[config.mk]
export PLATFORM = sky130hd
export DESIGN_NAME = ng_alu_seq
export DESIGN_NICKNAME = d
export VERILOG_FILES = /design/src/rtl/ng_alu_seq.sv
export SDC_FILE = /design/constraint.sdc
export NUM_CORES = 1
export LEC_CHECK = 0
export BUFFER_PORTS_ARGS = -buffer_cell sky130_fd_sc_hd__buf_2
export CAP_MARGIN = 20
export CORE_MARGIN = 2
export CORE_UTILIZATION = 35
export CTS_BUF_LIST = sky130_fd_sc_hd__clkbuf_4
export CTS_CLUSTER_SIZE = 14
export DETAILED_ROUTE_END_ITERATION = 16
export PLACE_DENSITY_LB_ADDON = 0.1
export SYNTH_ARGS = -nofsm -noshare
export SYNTH_HDL_FRONTEND = slang
export SYNTH_SLANG_ARGS = --single-unit
[constraint.sdc]
create_clock -name CLK2 -period 3.7 [get_ports CLK2]
set_clock_uncertainty 0.1 [all_clocks]
set_input_delay 0.37 -clock CLK2 [delete_from_list [all_inputs] [get_ports CLK2]]
set_output_delay 0.37 -clock CLK2 [all_outputs]
set_load 0.01 [all_outputs]
[src/rtl/ng_alu_seq.sv]
// ---------------------------------------------------------------------------
// ng_alu_seq -- micro-sequencer for the ALU datapath (B, X, Y, C registers plus
// adder/function unit). Accepts one operation at a time, steps through the
// T-states of that operation emitting active-low ALU control pulses and the
// operand on WRITE_BUS, captures ALU_OUT, and returns it over a valid/ready
// response handshake.
//
// Ports
//   CLK2                 clock, all state changes on posedge
//   RESET_N              synchronous reset, active-low
//   REQ_VALID/REQ_READY  request handshake (READY only while idle)
//   REQ_OP               0 ADD, 1 SUB, 2 INC, 3 COM, 4 PASS, 5 CLR, 6-7 illegal
//   REQ_A, REQ_B         operands, latched on accept
//   ALU_OUT              combinational ALU function output
//   WRITE_BUS            operand to the ALU, 0 when no write pulse is active
//   WB_N..RU_N           ALU control pulses, active-low, one T-step per clock
//   RESP_VALID/READY     response handshake, response held until accepted
//   RESULT, RESP_ERR     captured ALU_OUT / illegal-opcode flag
// ---------------------------------------------------------------------------
module ng_alu_seq #(
  parameter int WIDTH = 16
) (
  input  logic             CLK2,
  input  logic             RESET_N,
  input  logic             REQ_VALID,
  output logic             REQ_READY,
  input  logic [2:0]       REQ_OP,
  input  logic [WIDTH-1:0] REQ_A,
  input  logic [WIDTH-1:0] REQ_B,
  input  logic [WIDTH-1:0] ALU_OUT,
  output logic [WIDTH-1:0] WRITE_BUS,
  output logic             WB_N,
  output logic             WX_N,
  output logic             WY_N,
  output logic             WYX_N,
  output logic             CI_N,
  output logic             RB_N,
  output logic             RC_N,
  output logic             RU_N,
  output logic             RESP_VALID,
  input  logic             RESP_READY,
  output logic [WIDTH-1:0] RESULT,
  output logic             RESP_ERR
);

  localparam logic [2:0] S_IDLE = 3'd0;
  localparam logic [2:0] S_T1   = 3'd1;
  localparam logic [2:0] S_T2   = 3'd2;
  localparam logic [2:0] S_T3   = 3'd3;
  localparam logic [2:0] S_T4   = 3'd4;
  localparam logic [2:0] S_T5   = 3'd5;
  localparam logic [2:0] S_RESP = 3'd6;

  localparam logic [2:0] OP_ADD  = 3'd0;
  localparam logic [2:0] OP_SUB  = 3'd1;
  localparam logic [2:0] OP_INC  = 3'd2;
  localparam logic [2:0] OP_COM  = 3'd3;
  localparam logic [2:0] OP_PASS = 3'd4;
  localparam logic [2:0] OP_CLR  = 3'd5;

  // Bit positions inside the active-low pulse vector.
  localparam int P_WB = 7, P_WX = 6, P_WY = 5, P_WYX = 4;
  localparam int P_CI = 3, P_RB = 2, P_RC = 1, P_RU = 0;

  logic [2:0]       state_q, state_d;
  logic [2:0]       op_q, op_d;
  logic [WIDTH-1:0] a_q, a_d, b_q, b_d;
  logic [WIDTH-1:0] tmp_q, tmp_d;
  logic [WIDTH-1:0] result_q, result_d;
  logic             err_q, err_d;
  logic             resp_valid_q, resp_valid_d;
  logic             ready_q, ready_d;
  logic [7:0]       pulses_q, pulses_d;
  logic [WIDTH-1:0] bus_q, bus_d;
  logic [2:0]       last_step;

  // Final T-step of the latched operation; its closing edge captures RESULT.
  always_comb begin
    case (op_q)
      OP_ADD:                   last_step = S_T3;
      OP_SUB:                   last_step = S_T5;
      OP_INC, OP_COM, OP_PASS:  last_step = S_T2;
      default:                  last_step = S_T1;
    endcase
  end

  always_comb begin
    // NOTE: every signal gets a default before the case so no path leaves a
    // value unassigned, which would otherwise infer a latch.
    state_d      = state_q;
    op_d         = op_q;
    a_d          = a_q;
    b_d          = b_q;
    tmp_d        = tmp_q;
    result_d     = result_q;
    err_d        = err_q;
    resp_valid_d = resp_valid_q;

    case (state_q)
      S_IDLE: begin
        if (REQ_VALID) begin
          op_d = REQ_OP;
          a_d  = REQ_A;
          b_d  = REQ_B;
          if (REQ_OP > OP_CLR) begin
            // Illegal opcode: no T-steps, answer immediately with an error.
            state_d      = S_RESP;
            resp_valid_d = 1'b1;
            err_d        = 1'b1;
            result_d     = '0;
          end else begin
            state_d = S_T1;
            err_d   = 1'b0;
          end
        end
      end
      S_T1, S_T2, S_T3, S_T4, S_T5: begin
        // SUB parks ~B in TMP at the end of T2 to feed it back in T4.
        if (op_q == OP_SUB && state_q == S_T2) tmp_d = ALU_OUT;
        if (state_q == last_step) begin
          result_d     = ALU_OUT;
          resp_valid_d = 1'b1;
          state_d      = S_RESP;
        end else begin
          state_d = state_q + 3'd1;
        end
      end
      S_RESP: begin
        if (RESP_READY) begin
          resp_valid_d = 1'b0;
          state_d      = S_IDLE;
        end
      end
      default: state_d = S_IDLE;
    endcase

    // Outputs are decoded from the next state so the registered pulses line
    // up exactly with the T-step they belong to.
    ready_d  = (state_d == S_IDLE);
    pulses_d = '1;
    bus_d    = '0;
    case (op_d)
      OP_ADD: begin
        case (state_d)
          S_T1:    begin pulses_d[P_WY] = 1'b0; bus_d = a_d; end
          S_T2:    begin pulses_d[P_WX] = 1'b0; bus_d = b_d; end
          S_T3:    pulses_d[P_RU] = 1'b0;
          default: ;
        endcase
      end
      OP_SUB: begin
        case (state_d)
          S_T1:    begin pulses_d[P_WB] = 1'b0; bus_d = b_d;   end
          S_T2:    pulses_d[P_RC] = 1'b0;
          S_T3:    begin pulses_d[P_WY] = 1'b0; bus_d = a_d;   end
          S_T4:    begin pulses_d[P_WX] = 1'b0; bus_d = tmp_d; end
          S_T5:    pulses_d[P_RU] = 1'b0;
          default: ;
        endcase
      end
      OP_INC: begin
        case (state_d)
          S_T1: begin
            pulses_d[P_WY] = 1'b0;
            pulses_d[P_CI] = 1'b0;
            bus_d          = a_d;
          end
          S_T2:    pulses_d[P_RU] = 1'b0;
          default: ;
        endcase
      end
      OP_COM, OP_PASS: begin
        case (state_d)
          S_T1:    begin pulses_d[P_WB] = 1'b0; bus_d = a_d; end
          S_T2:    pulses_d[(op_d == OP_COM) ? P_RC : P_RB] = 1'b0;
          default: ;
        endcase
      end
      // CLR: ALU defaults to zero with no pulses; illegal ops have no steps.
      default: ;
    endcase
    // WYX is not used by any current operation.
    pulses_d[P_WYX] = 1'b1;
  end

  always_ff @(posedge CLK2) begin
    if (!RESET_N) begin
      state_q      <= S_IDLE;
      op_q         <= OP_ADD;
      a_q          <= '0;
      b_q          <= '0;
      tmp_q        <= '0;
      result_q     <= '0;
      err_q        <= 1'b0;
      resp_valid_q <= 1'b0;
      ready_q      <= 1'b1;
      pulses_q     <= '1;
      bus_q        <= '0;
    end else begin
      // NOTE: non-blocking assignments so every flop samples the pre-edge
      // values computed in the combinational block.
      state_q      <= state_d;
      op_q         <= op_d;
      a_q          <= a_d;
      b_q          <= b_d;
      tmp_q        <= tmp_d;
      result_q     <= result_d;
      err_q        <= err_d;
      resp_valid_q <= resp_valid_d;
      ready_q      <= ready_d;
      pulses_q     <= pulses_d;
      bus_q        <= bus_d;
    end
  end

  assign REQ_READY  = ready_q;
  assign WRITE_BUS  = bus_q;
  assign WB_N       = pulses_q[P_WB];
  assign WX_N       = pulses_q[P_WX];
  assign WY_N       = pulses_q[P_WY];
  assign WYX_N      = pulses_q[P_WYX];
  assign CI_N       = pulses_q[P_CI];
  assign RB_N       = pulses_q[P_RB];
  assign RC_N       = pulses_q[P_RC];
  assign RU_N       = pulses_q[P_RU];
  assign RESP_VALID = resp_valid_q;
  assign RESULT     = result_q;
  assign RESP_ERR   = err_q;

endmodule

==> metrics.txt <==
status=complete, no violations; Worst Setup SP=state_q[0]; first-pass GRT wire length=between 15,000 and 20,000 µm; first-pass iteration count of the detailed router=4; Diodes inserted=0; DR DRC count=0; R2R setup slack=between 0.3 and 0.4 ns; Max clock buf depth=2; share of layout cells above drive strength 1=0.2605; vias in the first global route=approximately 3,400; hold path depth=3; synthesized cell area=roughly 4200 µm²; clk root buf=clkbuf_4; RSZ-0062 raised after global routing=false; via count=3,503; detailed router's first-iteration violation count=98; crit-path leading delay family=simple AND/OR/NAND/NOR gates; Total Routing Usage GR=0.1768; Num CTS Buffers=9; Most Used Layer, Global Route=met2; DIE AREA=12,900 µm²; Reg2Reg Depth=9; Initial Util=0.3542; number of flops mapped to enable cells by yosys=0; routed length per placed instance=16.56 µm; M2 GR Usage=0.3006; Seq/Total Area, Yosys=0.4574; fin crit share=0.8941; CTS tree=done; DRT Wirelength=11,150 µm; DR vias/cell=between 5 and 6; initial antenna violation count=0; design area=4971 µm²; Worst Setup End Kind=flop; Reg clk slew, reported paths=0.15 ns; type of origin of the critical path=flop; setup bufs post-CTS=0; Synth warnings=0; Core ar.=~12,000 µm²; power after layout=3.794 mW; count of different cell masters after synthesis=around 50; clock sink count=between 90 and 100; Peak VDD IR=about 0.00022 V; CP max stage delay=between 0.6 and 0.7 ns; met3 usage=0.04676; Pwr per Cell Area=763.3 nW/µm²; Worst setup endpoint=WRITE_BUS[11]; max_cap viols=0; minimum clock period=about 3.3 ns; DP Area=around 4800 µm²; total global routing overflow=0; # nets final=a little under 600; ys async rst share=0; row cnt=40; biggest area consumer among synthesized cells=dfxtp_1; Reg-to-Reg Start=state_q[0]; Syn Inst Count=433; #FFs+latches synth=96; clk_lat worst skew=approximately 0.47 ns; Die H=between 100 and 150 µm; Setup TNS=0 ns; Yosys top cell area share=0.4574; Rel. slew slack=0.5029; WP buf/inv=1; Worst path slowest cell=or3_1; predominant post-synthesis flop cell=dfxtp_1; Setup Crit Path Kind=flop to flop; Place WS=about 0.12 ns; final slew viol count=0; Final Hold Fails=0; Req. time, crit path=roughly 4.0 ns; WP data arrival=3.55 ns; syn nets=~490; GPL Wtd Cong=between 0.8 and 0.9; worst-path cell chain=inv_1, ha_1, or3b_2, a21o_1, nand3_1, o41a_1, or3_1, a2bb2oi_1, o221ai_2; Syn Area/Cell=between 9 and 10 µm²; Min-Delay Path Class=primary input to flop; die width=between 100 and 150 µm; # setup viols final=0; most frequent cells in the layout=dfxtp_1 (96), buf_2 (96), mux2i_1 (66); synthesis-to-layout area growth=18.31%; reg-to-reg endpoint=WRITE_BUS[11]; maximum net fanout on the critical path=16; met1 Resource Use GR=0.2150; I/O Buffers=96; Final WS setup=about 0.39 ns; leakage=about 2.3 nW; Critical Path Stages=9; largest net degree at the start of global routing=41; H-tree Lvls=3; Fmax achieved=~300 MHz; HPWL after DPL=7949 µm; antenna-violating nets left=0; synth top area cells=dfxtp_1 (46%), mux2i_1 (16%), nor2_1 (5.2%); num ports=~100; Worst-Margin Slew=approximately 0.74 ns
==> layout make-up <==
type | count | area (µm²)
tap | 147 | 183.9
inverter | 5 | 18.77
timing repair buffer | 105 | 548.0
clock inverter | 7 | 86.33
sequential | 96 | 1922
clock buffer | 9 | 67.56
multi-input combinational | 304 | 2145
fill | 1243 | 6890
==> tightest hold or removal path: cells and delay by family <==
kind	cells	cell delay [ns]
AO/OA/AOI/OAI	1	0.06
AND/OR/NAND/NOR	1	0.06
buffers and inverters	1	0.11
==> kinds of logic (layout without fill, tap and decap cells) <==
family	Yosys count	count (layout)	synth area share
xor+xnor	1	1	0.002085
compound gates	73	73	0.1429
simple gates	157	157	0.1823
buf+inv	33	126	0.03931
flops	96	96	0.4574
other cells	1	1	0.0008925
mux	68	68	0.1632
fa+ha+maj	4	4	0.01191
==> worst min path at each step <==
stage | from | end | slack, ns
CTS | RESET_N | pulses_q[7] | 0.007
finish | ALU_OUT[2] | RESULT[2] | 0.06
global route | ALU_OUT[6] | RESULT[6] | 0.02
detailed placement | RESULT[5] | RESULT[5] | 0.34
floorplan | RESET_N | pulses_q[7] | 0.34
global placement | RESULT[15] | RESULT[15] | 0.34
==> cells in the mapped netlist, types with 2 or more instances <==
| master | instances |
|---|---|
| a21o_1 | 3 |
| a21oi_1 | 19 |
| a2bb2oi_1 | 16 |
| and2_1 | 4 |
| buf_1 | 3 |
| buf_2 | 6 |
| buf_4 | 3 |
| buf_6 | 3 |
| clkbuf_1 | 13 |
| dfxtp_1 | 96 |
| ha_1 | 4 |
| inv_1 | 4 |
| mux2i_1 | 66 |
| nand2_1 | 28 |
| nand2b_1 | 6 |
| nand3_1 | 27 |
| nand3b_1 | 2 |
| nand4_1 | 6 |
| nor2_1 | 58 |
| nor2b_1 | 3 |
| nor3_1 | 4 |
| nor3b_1 | 2 |
| nor4b_1 | 2 |
| o211ai_1 | 2 |
| o21ai_0 | 4 |
| o221ai_1 | 13 |
| o221ai_2 | 3 |
| or2b_1 | 10 |
==> power breakdown <==
| group | internal [mW] | leakage, nW | switching (mW) | total (mW) |
|---|---|---|---|---|
| Combinational | 0.698 | 1.44 | 1.14 | 1.84 |
| Sequential | 1.23 | 0.782 | 0.0975 | 1.33 |
| Clock | 0.268 | 0.0831 | 0.357 | 0.626 |
| Total | 2.20 | 2.31 | 1.60 | 3.79 |
==> through the flow <==
step | instances | util | hold WS (ns)
after CTS | 673 | 0.4175 | 0.006515
after global routing | 673 | 0.4191 | 0.02425
after global placement | 657 | 0.4045 | 0.3409
final | 673 | 0.4191 | 0.05942
after detailed placement | 657 | 0.4045 | 0.3438
after floorplan | 433 | - | 0.3439
==> flip-flops by register name (all words and copies together), names as in the netlist <==
name and count:
RESULT 16, WRITE_BUS 16, a_q 16, b_q 16, tmp_q 16, pulses_q 7
op_q 3, state_q 3, REQ_READY 1, RESP_ERR 1, RESP_VALID 1
==> routing by layer <==
layer	vias to the layer above	share of wire
li1	1720	-
met5	-	0
met4	0	0.017
met1	1680	0.44
met3	11	0.049
met2	92	0.49
==> repair_timing <==
item | in CTS | in global routing
gates resized for setup | 0 | 3
setup endpoints to repair | 0 | 16
hold buffers | 0 | 0
No activity file was read; power rests on OpenSTA's default activity.
